File: src/rtl/risc16_mmio_pkg.sv
// Shared definitions for the risc16 memory-mapped peripherals: timer register
// offsets, CTRL/STATUS bit positions and the CTRL register layout.
package risc16_mmio_pkg;

  localparam logic [1:0] TMR_CTRL    = 2'd0;
  localparam logic [1:0] TMR_COUNT   = 2'd1;
  localparam logic [1:0] TMR_COMPARE = 2'd2;
  localparam logic [1:0] TMR_STATUS  = 2'd3;

  localparam int CTRL_EN        = 0;
  localparam int CTRL_AUTO_CLR  = 1;
  localparam int CTRL_IRQ_EN    = 2;
  localparam int CTRL_PRESC_LSB = 8;

  localparam int STAT_MATCH = 0;
  localparam int STAT_OVF   = 1;

  typedef struct packed {
    logic [7:0] presc;
    logic [4:0] rsvd;
    logic       irq_en;
    logic       auto_clr;
    logic       en;
  } tmr_ctrl_t;

endpackage

File: src/rtl/mmio_prescaler.sv
// Timer prescaler: counts 0..i_div while enabled and raises o_tick in the
// cycle the count equals i_div. Held at 0 while disabled or cleared.
module mmio_prescaler #(
  parameter int p_PRESC_LEN = 8
) (
  input  logic                   i_clk,
  input  logic                   i_rst_n,
  input  logic                   i_en,
  input  logic [p_PRESC_LEN-1:0] i_div,
  input  logic                   i_clr,
  output logic                   o_tick
);

  logic [p_PRESC_LEN-1:0] r_cnt;

  assign o_tick = i_en && (r_cnt == i_div);

  always_ff @(posedge i_clk or negedge i_rst_n) begin
    if (!i_rst_n) begin
      r_cnt <= '0;
    end else if (!i_en || i_clr || o_tick) begin
      r_cnt <= '0;
    end else begin
      r_cnt <= r_cnt + 1'b1;
    end
  end

endmodule

File: src/rtl/mmio_timer.sv
// Memory-mapped timer on the core data bus: 4-word window with CTRL, COUNT,
// COMPARE and W1C STATUS; combinational read, write on the next rising edge.
module mmio_timer
  import risc16_mmio_pkg::*;
#(
  parameter logic [15:0] p_BASE_ADDR = 16'h0400,
  parameter int          p_PRESC_LEN = 8
) (
  input  logic        i_clk,
  input  logic        i_rst_n,
  input  logic [15:0] i_mem_addr,
  input  logic [15:0] i_mem_wr_data,
  input  logic        i_mem_wr_en,
  output logic [15:0] o_mem_rd_data,
  output logic        o_sel,
  output logic        o_irq
);

  if (p_BASE_ADDR[1:0] != 2'b00) begin : g_bad_base
    $error("mmio_timer: p_BASE_ADDR must be 4-word aligned");
  end
  if (p_PRESC_LEN < 1 || p_PRESC_LEN > 8) begin : g_bad_presc
    $error("mmio_timer: p_PRESC_LEN must be 1..8");
  end

  localparam logic [7:0] c_PRESC_MASK = 8'((1 << p_PRESC_LEN) - 1);

  tmr_ctrl_t   r_ctrl;
  logic [15:0] r_count;
  logic [15:0] r_compare;
  logic        r_match;
  logic        r_ovf;

  logic [1:0]  w_off;
  logic        w_wr;
  logic        w_wr_ctrl;
  logic        w_wr_count;
  logic        w_wr_compare;
  logic        w_wr_status;
  logic [7:0]  w_new_presc;
  logic        w_en_eff;
  logic        w_presc_clr;
  logic        w_tick;
  logic        w_hit;
  logic        w_set_match;
  logic        w_set_ovf;
  logic [15:0] w_count_inc;

  assign o_sel        = (i_mem_addr[15:2] == p_BASE_ADDR[15:2]);
  assign w_off        = i_mem_addr[1:0];
  assign w_wr         = o_sel & i_mem_wr_en;
  assign w_wr_ctrl    = w_wr && (w_off == TMR_CTRL);
  assign w_wr_count   = w_wr && (w_off == TMR_COUNT);
  assign w_wr_compare = w_wr && (w_off == TMR_COMPARE);
  assign w_wr_status  = w_wr && (w_off == TMR_STATUS);
  assign w_new_presc  = i_mem_wr_data[15:CTRL_PRESC_LSB] & c_PRESC_MASK;

  // An EN 1->0 write suppresses the tick of its own cycle.
  assign w_en_eff    = r_ctrl.en & ~(w_wr_ctrl & ~i_mem_wr_data[CTRL_EN]);
  assign w_presc_clr = w_wr_ctrl && (w_new_presc != r_ctrl.presc);

  mmio_prescaler #(
    .p_PRESC_LEN (p_PRESC_LEN)
  ) u_presc (
    .i_clk   (i_clk),
    .i_rst_n (i_rst_n),
    .i_en    (w_en_eff),
    .i_div   (r_ctrl.presc[p_PRESC_LEN-1:0]),
    .i_clr   (w_presc_clr),
    .o_tick  (w_tick)
  );

  // COUNT+1 wraps FFFF->0 naturally, covering both overflow and the
  // COMPARE==COUNT==FFFF case; AUTO_CLR only matters on a match.
  assign w_hit       = (r_count == r_compare);
  assign w_set_match = w_tick & w_hit;
  assign w_set_ovf   = w_tick & (r_count == 16'hFFFF);
  assign w_count_inc = (w_hit && r_ctrl.auto_clr) ? 16'h0000 : r_count + 16'd1;

  always_ff @(posedge i_clk or negedge i_rst_n) begin
    if (!i_rst_n) begin
      r_ctrl    <= '0;
      r_count   <= '0;
      r_compare <= '0;
      r_match   <= 1'b0;
      r_ovf     <= 1'b0;
    end else begin
      if (w_wr_ctrl) begin
        r_ctrl.presc    <= w_new_presc;
        r_ctrl.rsvd     <= '0;
        r_ctrl.irq_en   <= i_mem_wr_data[CTRL_IRQ_EN];
        r_ctrl.auto_clr <= i_mem_wr_data[CTRL_AUTO_CLR];
        r_ctrl.en       <= i_mem_wr_data[CTRL_EN];
      end
      if (w_wr_count) begin
        r_count <= i_mem_wr_data;
      end else if (w_tick) begin
        r_count <= w_count_inc;
      end
      if (w_wr_compare) begin
        r_compare <= i_mem_wr_data;
      end
      r_match <= w_set_match | (r_match & ~(w_wr_status & i_mem_wr_data[STAT_MATCH]));
      r_ovf   <= w_set_ovf   | (r_ovf   & ~(w_wr_status & i_mem_wr_data[STAT_OVF]));
    end
  end

  always_comb begin
    o_mem_rd_data = 16'h0000;
    if (o_sel) begin
      case (w_off)
        TMR_CTRL:    o_mem_rd_data = r_ctrl;
        TMR_COUNT:   o_mem_rd_data = r_count;
        TMR_COMPARE: o_mem_rd_data = r_compare;
        default:     o_mem_rd_data = {14'b0, r_ovf, r_match};
      endcase
    end
  end

  assign o_irq = r_ctrl.irq_en & (r_match | r_ovf);

endmodule

File: config.mk
export PLATFORM = sky130hd
export DESIGN_NAME = mmio_timer
export DESIGN_NICKNAME = d
export VERILOG_FILES = /design/src/rtl/risc16_mmio_pkg.sv /design/src/rtl/mmio_prescaler.sv /design/src/rtl/mmio_timer.sv
export SDC_FILE = /design/constraint.sdc
export NUM_CORES = 1
export LEC_CHECK = 0
export CORE_MARGIN = 2
export CORE_UTILIZATION = 44
export DETAILED_ROUTE_END_ITERATION = 16
export PLACE_DENSITY = 0.67
export SYNTH_ARGS = -nofsm -noshare
export SYNTH_HDL_FRONTEND = slang
export SYNTH_SLANG_ARGS = --single-unit
File: constraint.sdc
create_clock -name i_clk -period 4.3 [get_ports i_clk]
set_input_delay 0.86 -clock i_clk [delete_from_list [all_inputs] [get_ports i_clk]]
set_output_delay 0.86 -clock i_clk [all_outputs]
set_load 0.01 [all_outputs]
==> summary.md <==
| Metric | Value |
|---|---|
| Outcome | `finished, final reports clean` |
| N_diodes | `0` |
| IO Count | `53` |
| Number of clock sinks | `53` |
| Hold_buf cts | `0` |
| Worst r2r src | `r_count[9]` |
| Largest net degree at the start of global routing | `31` |
| Mean Syn Cell Area | `approximately 10 um2` |
| Cells after Synth | `360` |
| Via count | `2903` |
| Post-Syn Area | `0.003540 mm2` |
| Synth cell types | `63` |
| RSZ-0062 raised after global routing | `no` |
| Critical Path AT | `2.92 ns` |
| Die X | `93.69 um` |
| Maximum VDD drop | `about 0.00014 V` |
| Critical path launch point | `i_mem_addr[0]` |
| Period utilization | `87.93%` |
| Final Critical Period | `around 3.8 ns` |
| Max Cap Viol | `0` |
| Max clock buf depth | `2` |
| Post CTS Setup Buffer Count | `0` |
| Port Buffer Count | `52` |
| Top FF cell, synth | `dfrtp_1` |
| Die height | `roughly 94 um` |
| CP Class | `input port to output pin` |
| Drt pass-1 iters | `5` |
| Yosys top cell area share | `37.47%` |
| Final hold viol count | `0` |
| Tot GR Track Use | `21.40%` |
| Nets | `446` |
| CTS tree | `done` |
| Top-count cell post-synth | `dfrtp_1` |
| Drt drc | `0` |
| Core area | `0.007767 mm2` |
| CP endpoint kind | `output pin` |
| Slew @ Worst Pin | `about 0.62 ns` |
| Die footprint | `0.008778 mm2` |
| Post-synth EDFFs | `0` |
| Hold Path Class | `flip-flop to flip-flop` |
| Crit path required time | `approximately 3.4 ns` |
| GR Overflow Total | `0` |
| CTS H-tree lvls | `2` |
| Syn nets | `397` |
| # resized after CTS | `0` |
| Top cells by area, synth | `dfrtp_1 37%, mux2_2 8.9%, xnor2_1 5.9%` |
| Post-route setup slack | `between 0.5 and 0.6 ns` |
| Layout area overhead | `20.29%` |
| Ys async rst share | `100.0%` |
| HP Start | `r_ovf` |
| Via count of the first global-routing pass | `2824` |
| Root Buffer | `clkbuf_8` |
| Slew Limit Fails | `0` |
| Seq/Total Area, Yosys | `37.47%` |
| Initial DRC count | `190` |
| Power Density | `230.4 mW/mm2` |
| Cts bufs inserted | `5` |
| Startpoint types | `input port` |
| Filler instances | `741` |
| Synth warnings | `0` |
| Final wirelength | `8812 um` |
| Reg area | `0.001326 mm2` |
| Seq cells post-synth | `53` |
| Vias per inst | `about 5.7` |
| Clk_lat worst skew | `between 0.3 and 0.4 ns` |
| WL/cell | `17.21 um` |
| Leak | `1.850 nW` |
| Final number of setup-violating endpoints | `0` |
| Layout cell share with drive strength beyond 1 | `16.83%` |
| Top post-synthesis cells by count | `53 x dfrtp_1, 51 x nor2_1, 28 x mux2_2` |
| Gp weighted congestion | `0.8731` |
| Setup WS pre-CTS | `between 0.5 and 0.6 ns` |
| Area occupied by multi-input gates | `0.002064 mm2` |
| Initial antenna violation count | `0` |
| Largest area contributor in the netlist | `dfrtp_1` |
| TNS Setup | `0 ns` |
| Global-route wire length before repair | `14710 um` |
| Max-slew headroom | `between 50 and 60%` |
| Clock skew | `0.008350 ns` |
| Initial Utilization | `a little under half` |
| Max Fclk | `roughly 260 MHz` |
| Placement row count | `32` |
| DPL Wire Length | `6611 um` |
| Worst-path fanout max | `13` |
| Routed Antenna Nets | `0` |
| Clock transition at path regs | `0.09 ns` |
## layout by cell type (no fill, tap or decap), types with 2 or more instances in the layout
master | netlist | routed
nand2b_1 | 2 | 2
a31oi_1 | 5 | 5
or4_1 | 4 | 4
buf_4 | 2 | 8
nor4_1 | 2 | 2
clkbuf_8 | 2 | 5
mux2i_1 | 9 | 9
ha_1 | 2 | 2
mux4_2 | 2 | 2
a221oi_1 | 2 | 2
nor3_1 | 3 | 3
nand2_1 | 19 | 19
nand4_1 | 10 | 10
xor2_1 | 14 | 14
inv_1 | 7 | 7
nor2b_1 | 3 | 3
bufinv_16 | 0 | 2
clkdlybuf4s50_1 | 0 | 51
xnor2_1 | 24 | 24
a22oi_1 | 9 | 9
dfrtp_1 | 53 | 53
o21ai_1 | 5 | 5
or3_1 | 2 | 2
mux2_2 | 28 | 28
a21oi_1 | 12 | 12
nor4_4 | 5 | 5
nor2_1 | 51 | 51
o21ai_0 | 8 | 8
and3_1 | 6 | 6
and2_1 | 7 | 7
or2_2 | 3 | 3
nand3_1 | 15 | 15
and4_1 | 2 | 2
## worst max-delay path, stage by stage
cell	delay, ns
clkdlybuf4s50_1	0.79
buf_4	0.32
mux2i_1	0.23
nor2_1	0.06
a21oi_1	0.12
nor2_1	0.06
clkdlybuf4s50_1	0.49
## metrics by stage
| stage | total power, mW | instance area, um2 | std cells | util (%) | hold slack [ns] |
|---|---|---|---|---|---|
| CTS | 0.9933 | 4258 | 512 | 54.82 | 0.5334 |
| floorplan | 0.5335 | 3540 | 360 | - | 0.4673 |
| global placement | 0.5924 | 4124 | 504 | 53.09 | 0.5081 |
| detailed placement | 0.5931 | 4124 | 504 | 53.09 | 0.5118 |
| finish | 0.9812 | 4258 | 512 | 54.82 | 0.5362 |
| global route | 1.019 | 4258 | 512 | 54.82 | 0.5623 |
## metal layers
layer  up-vias  track usage [%]  routed length, um
met4         0            3.986                 60
met2       100            34.11               4145
li1       1385                -                  -
met1      1411            31.41               4161
met3         7            2.889                445
met5         -                0                  0
## state kept, by name, indices dropped and copies added, names as in the netlist
name / flops
r_compare: 16
r_count: 16
r_ctrl: 11
r_match: 1
r_ovf: 1
u_presc.r_cnt: 8
## cell type report
cell class / instances / share of cell area [%]
clock buffer: 5 / 1.616
clock inverter: 3 / 1.528
tap: 102 / 2.997
timing repair buffer: 60 / 13.52
sequential: 53 / 31.15
inverter: 8 / 0.7053
multi-input combinational: 281 / 48.49
## power by group
| group | internal (mW) | switching [mW] |
|---|---|---|
| registers | 0.498 | 0.000760 |
| logic | 0.0418 | 0.0420 |
| clock network | 0.231 | 0.167 |
| total | 0.771 | 0.210 |
## path summary, 6_finish.rpt
check                                    end  slack (ns)  depth (start not counted)
max                        o_mem_rd_data[13]        0.52                          7
min                                    r_ovf        0.54                          1
max reg2reg                      r_count[15]        1.76                          6
min reg2reg                            r_ovf        0.54                          1
max in group asynchronous      r_compare[12]        2.94                          2
min in group asynchronous              r_ovf        0.55                          1
## kinds of logic (layout without fill, tap and decap cells)
group | Yosys count | in the layout | share of synthesized area [%]
adders and majority gates | 2 | 2 | 0.7069
AOI/OAI and AO/OA | 58 | 58 | 11.67
and+or+nand+nor | 144 | 144 | 23.82
muxes | 39 | 39 | 12.73
buffers and inverters | 26 | 76 | 4.206
DFF | 53 | 53 | 37.47
xor gates and xnor gates | 38 | 38 | 9.403
No activity file was read; power rests on OpenSTA's default activity.
==> patch 1 (config.mk and constraints unchanged) <==
`CTRL_PRESC_LSB`: 8 -> 9.
--- a/src/rtl/risc16_mmio_pkg.sv
+++ b/src/rtl/risc16_mmio_pkg.sv
@@ -10,7 +10,7 @@
   localparam int CTRL_EN        = 0;
   localparam int CTRL_AUTO_CLR  = 1;
   localparam int CTRL_IRQ_EN    = 2;
-  localparam int CTRL_PRESC_LSB = 8;
+  localparam int CTRL_PRESC_LSB = 9;
 
   localparam int STAT_MATCH = 0;
   localparam int STAT_OVF   = 1;
Check against the original RTL: not equivalent (Yosys sat finds a counterexample within 4 cycles, from zero or initial values and one cycle with i_rst_n low).
==> patch 1 against the original RTL <==
  * First-iteration DRC count rose by 11%
  * Maximum frequency fell by 3.8%
  * Via count fell by 1.2%
  * Synthesized area fell by 6.6%
  * Total power fell by 8.1%
  * Sequential cell count fell by 1
  * Worst hold slack got worse by 0.022 ns
  * Synthesized cell count fell by 4.7%
  * Count of clock-buffer cells in the layout did not move
  * Critical path depth fell by 1
  * Routed wire length fell by 0.56%
  * Setup slack got worse by 0.15 ns
  * Design area fell by 5.3%
==> patch 1: results (changes against the original RTL) <==
The run finished with clean final reports. After synthesis, the cell types taking the most area are sky130_fd_sc_hd__dfrtp_1 39%, sky130_fd_sc_hd__mux2_2 8.9%, sky130_fd_sc_hd__xnor2_1 7.2%. The number of antenna violations at the first check in global routing came out at 0 (unchanged). The setup slack on the worst flop-to-flop path is 1.64 ns (-0.12 ns). The total wire length is 8.76 mm (-0.56%). The first-pass detailed-route iteration total came out at 4 (-1). The delay of the slowest cell on the worst path came to 0.90 ns (+0.11 ns). The post-CTS setup buffer count came out at 0 (unchanged). The final-layout fill cell count is 689 (-7.0%). The routability-driven placement congestion ratio was 0.933 (+6.8%). The wire length of the first global-routing pass was 14.3 mm (-2.5%). The number of buffers inserted by port buffering is 52 (unchanged). The endpoint arrival time on the critical path came out at 3.07 ns (+0.15 ns). The unique cell type count in the Yosys netlist is 58 (-7.9%).

The post-synthesis sequential area ratio came out at 39.4% (+1.9 points). The clock-pin slew of the registers on the worst-case setup and hold paths came out at around 0.10 ns. The reported leakage power is 1.68 nW (-9.2%). The number of antenna cells inserted is 0 (unchanged). The final count of negative-setup-slack endpoints is 0 (unchanged). The maximum root-to-sink buffer count came out at 2 (unchanged). The setup skew after layout is 0.00778 ns (-0.000572 ns). The largest net degree at the start of global routing came out at 53 (+71%). The share of cells above drive strength 1 is 15.2% (-1.7 points). The worst hold path terminates at u_presc.r_cnt[0]. The startpoint of the worst hold path is u_presc.r_cnt[0].

The warning count from the yosys run is 0 (unchanged). The number of nets in the layout came to 432 (-3.1%). In this run the critical register-to-register path is launched from r_count[3]. The count of vias placed by the detailed router came to 2868 (-1.2%). The final worst hold slack is 0.514 ns (-0.0223 ns). After synthesis, the most frequently instantiated cells are 52 x sky130_fd_sc_hd__dfrtp_1, 34 x sky130_fd_sc_hd__nor2_1, 27 x sky130_fd_sc_hd__nand2_1, 27 x sky130_fd_sc_hd__xnor2_1, 26 x sky130_fd_sc_hd__mux2_2. The number of cells on the worst hold path came out at 1 (unchanged). The highest fanout seen on the critical path is 16 (+3). The total nets after synthesis is 380 (-4.3%).

For this design, the slowest cell found on the critical path is sky130_fd_sc_hd__clkdlybuf4s50_1. Clock tree synthesis selected as its root buffer the cell sky130_fd_sc_hd__clkbuf_8. The maximum vdd drop came out at 0.112 mV (-22%). The fraction of registers with async set/reset is 100% (unchanged). The half-perimeter wire length after placement came to 6.42 mm (-2.9%).

The largest registers in the layout are r_compare: 16 flops, r_count: 16 flops, r_ctrl: 10 flops. The number of design-rule violations left by the first detailed-router iteration is 210 (+11%). The transition time at the pin with the least slew margin is 0.937 ns (+0.318 ns).

The endpoint identified for the worst register-to-register timing path is r_count[4]. The number of H-tree branching levels came out at 2 (unchanged). The via count of the first global-routing pass came out at 2859 (+1.2%). The overall global routing resource usage came out at 21.6% (+0.22 points).
## patch 1: cell count changes after synthesis, moves of 4 or more
cell                       before  now
sky130_fd_sc_hd__a211oi_1       1    6
sky130_fd_sc_hd__nand2_1       19   27
sky130_fd_sc_hd__o21ai_1        5    0
sky130_fd_sc_hd__a31oi_1        5    1
sky130_fd_sc_hd__o311ai_0       0    5
sky130_fd_sc_hd__xor2_1        14    9
sky130_fd_sc_hd__and2_1         7    2
sky130_fd_sc_hd__nor2_1        51   34
sky130_fd_sc_hd__o21ai_0        8   21
## patch 1: worst max path at each step
stage / slack, ns / to / from
floorplan: 1.36 / o_mem_rd_data[10] / i_mem_addr[13]
global placement: 0.40 / o_mem_rd_data[3] / i_mem_addr[1]
detailed placement: 0.40 / o_mem_rd_data[15] / i_mem_addr[1]
CTS: 0.38 / o_mem_rd_data[15] / i_mem_addr[1]
global route: 0.25 / o_mem_rd_data[15] / i_mem_addr[1]
finish: 0.37 / o_mem_rd_data[15] / i_mem_addr[1]
## patch 1: layout make-up
cell class	count	area, um^2	area share (%)
clock inverter	3	42.5	1.06
timing repair buffer	63	598	14.8
multi-input combinational	266	1870	46.4
clock buffer	5	68.8	1.71
tap	99	124	3.07
sequential	52	1300	32.3
inverter	7	26.3	0.652
## patch 1: power by group
group / internal [mW] / switching [mW]
Combinational: 0.0370 / 0.0347
Sequential: 0.489 / 0.000401
Clock: 0.173 / 0.168
## patch 1: stage by stage
step / worst slack, ns / util [%] / instance area [um^2] / std cells
final: 0.368 / 55.6 / 4030 / 495
after global placement: 0.400 / 54.0 / 3920 / 487
after floorplan: 1.36 / - / 3310 / 343
after detailed placement: 0.396 / 54.0 / 3920 / 487
after CTS: 0.380 / 55.6 / 4030 / 495
after global routing: 0.253 / 55.6 / 4030 / 495
## patch 1: kinds of logic (layout without fill, tap and decap cells)
| family | Yosys count | count (layout) | synth area share (%) |
|---|---|---|---|
| adders and majority gates | 2 | 2 | 0.757 |
| xor gates and xnor gates | 36 | 36 | 9.54 |
| DFF | 52 | 52 | 39.4 |
| AOI/OAI and AO/OA | 70 | 70 | 13.6 |
| muxes | 36 | 36 | 12.6 |
| buffers and inverters | 25 | 78 | 4.05 |
| and+or+nand+nor | 122 | 122 | 20.0 |
## patch 1: critical path, delay by kind of cell
family                 cells  cell delay [ns]
and+or+nand+nor            2             0.42
AOI/OAI and AO/OA          1             0.13
buffers and inverters      3             1.66
## patch 1: per-layer routing
| layer | part of all wire, % | GRT usage, % | up-vias |
|---|---|---|---|
| met5 | 0 | 0 | - |
| met3 | 5.7 | 3.17 | 10 |
| met4 | 1.3 | 6.54 | 0 |
| met1 | 45 | 29.4 | 1399 |
| li1 | - | - | 1357 |
| met2 | 48 | 35.8 | 102 |
==> patch 2 (same settings) <==
Made on the original files. Make the reset (`i_rst_n`) synchronous in 2 clocked blocks.
--- a/src/rtl/mmio_prescaler.sv
+++ b/src/rtl/mmio_prescaler.sv
@@ -15,7 +15,7 @@
 
   assign o_tick = i_en && (r_cnt == i_div);
 
-  always_ff @(posedge i_clk or negedge i_rst_n) begin
+  always_ff @(posedge i_clk) begin
     if (!i_rst_n) begin
       r_cnt <= '0;
     end else if (!i_en || i_clr || o_tick) begin
--- a/src/rtl/mmio_timer.sv
+++ b/src/rtl/mmio_timer.sv
@@ -77,7 +77,7 @@
   assign w_set_ovf   = w_tick & (r_count == 16'hFFFF);
   assign w_count_inc = (w_hit && r_ctrl.auto_clr) ? 16'h0000 : r_count + 16'd1;
 
-  always_ff @(posedge i_clk or negedge i_rst_n) begin
+  always_ff @(posedge i_clk) begin
     if (!i_rst_n) begin
       r_ctrl    <= '0;
       r_count   <= '0;
Check against the original RTL: differs if i_rst_n is asserted again (counterexample within 4 cycles, from zero or initial values and one cycle with i_rst_n low); with i_rst_n held inactive, the same outputs for 4 cycles.
==> patch 2 against the original RTL <==
  * Count of clock-buffer cells in the layout up 2
  * Total power down 12%
  * Design area down 7.3%
  * Final cell count up 5.7%
  * Clock power down 29%
  * Combinational power up 0.8%
  * Largest power group unchanged
  * Routed wire length up 5.0%
  * Setup slack better by 0.094 ns
  * Synthesized area down 6.1%
  * Via count up 7.3%
  * Sequential cell count unchanged
==> patch 2: results (changes against the original RTL) <==
The delay of the slowest cell on the worst path is 0.55 ns (-0.24 ns). The worst setup slack before clock tree synthesis came out at 0.609 ns (+0.0962 ns). The wire length of the first global-routing pass is 15.2 mm (+3.3%). The clock network contribution to total cell area is 2.12% (-1.0 points). The total placed cells including tap cells was 533 (+5.8%). The maximum vdd drop came out at 0.113 mV (-21%). The post-synthesis sequential area ratio was 31.9% (-5.6 points). The reported leakage power is 1.37 nW (-26%). The per-cell via count in the routed design came to 5.76 (+1.6%). The post-detailed-route wirelength per cell came out at 17.1 um (-0.62%). The per-instance average area after synthesis came to 8.23 um^2 (-16%).

The final worst hold slack is 0.481 ns (-0.0548 ns). The overall global routing resource usage is 22.2% (+0.81 points). The setup skew after layout is 0.0137 ns (+0.00534 ns). The flow ran to the end, and the final reports show no timing, DRC or antenna violations. The flip-flop and latch area was 1060 um^2 (-20%). The area of the multi-input gates came out at 2050 um^2 (-0.67%). The number of design-rule violations left by the first detailed-router iteration came out at 231 (+22%). The transition time at the pin with the least slew margin came out at 0.810 ns (+0.191 ns). The setup slack on the worst flop-to-flop path is 1.93 ns (+0.17 ns). The number of standard cells in the final layout excluding fillers came out at 541 (+5.7%). The number of non-clock buffers in the layout came to 63 (+5.0%). The final-layout fill cell count is 735 (-0.81%). The routing usage on met3 came out at 3.67% (+0.78 points).

The fraction of registers with async set/reset was 0% (-100 points). The met2 routing resource usage after global routing is 36.6% (+2.5 points). The number of nets in the layout came to 478 (+7.2%). The total power density per cell area is 220 nW/um^2 (-4.7%). The total placed instance area came out at 3860 um^2 (-6.3%). The endpoint arrival time on the critical path is 2.83 ns (-0.09 ns). The count of multi-input combinational gates came out at 311 (+11%).
-- patch 2: cell count changes after synthesis, moves of 7 or more --
| cell | unedited run | this run |
|---|---|---|
| sky130_fd_sc_hd__a211o_1 | 0 | 8 |
| sky130_fd_sc_hd__a21oi_1 | 12 | 19 |
| sky130_fd_sc_hd__clkbuf_1 | 4 | 12 |
| sky130_fd_sc_hd__dfrtp_1 | 53 | 0 |
| sky130_fd_sc_hd__dfxtp_1 | 0 | 53 |
| sky130_fd_sc_hd__mux2_2 | 28 | 0 |
| sky130_fd_sc_hd__mux2i_1 | 9 | 36 |
| sky130_fd_sc_hd__nand2_1 | 19 | 27 |
| sky130_fd_sc_hd__nor2_1 | 51 | 70 |
| sky130_fd_sc_hd__nor4_1 | 2 | 10 |
| sky130_fd_sc_hd__o21ai_0 | 8 | 0 |
-- patch 2: power breakdown --
group          leakage [nW]  internal [mW]  switching [mW]
Sequential            0.427          0.494         0.00811
Combinational         0.902         0.0432          0.0413
Clock                0.0385          0.116           0.165
-- patch 2: cells by family (layout without fill, tap and decap cells) --
logic type / count (synthesis) / count (layout) / synth area share [%]
flip-flops: 53 / 53 / 31.9
XOR/XNOR: 38 / 38 / 10.0
adder cells (fa/ha/maj): 2 / 2 / 0.753
AO/OA/AOI/OAI: 65 / 65 / 13.8
buffers and inverters: 40 / 78 / 6.40
AND/OR/NAND/NOR: 168 / 168 / 25.0
multiplexers: 38 / 38 / 12.2
-- patch 2: final timing paths --
kind	from	to
max reg2reg	r_count[10]	r_count[11]
min reg2reg	u_presc.r_cnt[0]	u_presc.r_cnt[0]
max	i_mem_addr[1]	o_mem_rd_data[8]
min	u_presc.r_cnt[0]	u_presc.r_cnt[0]
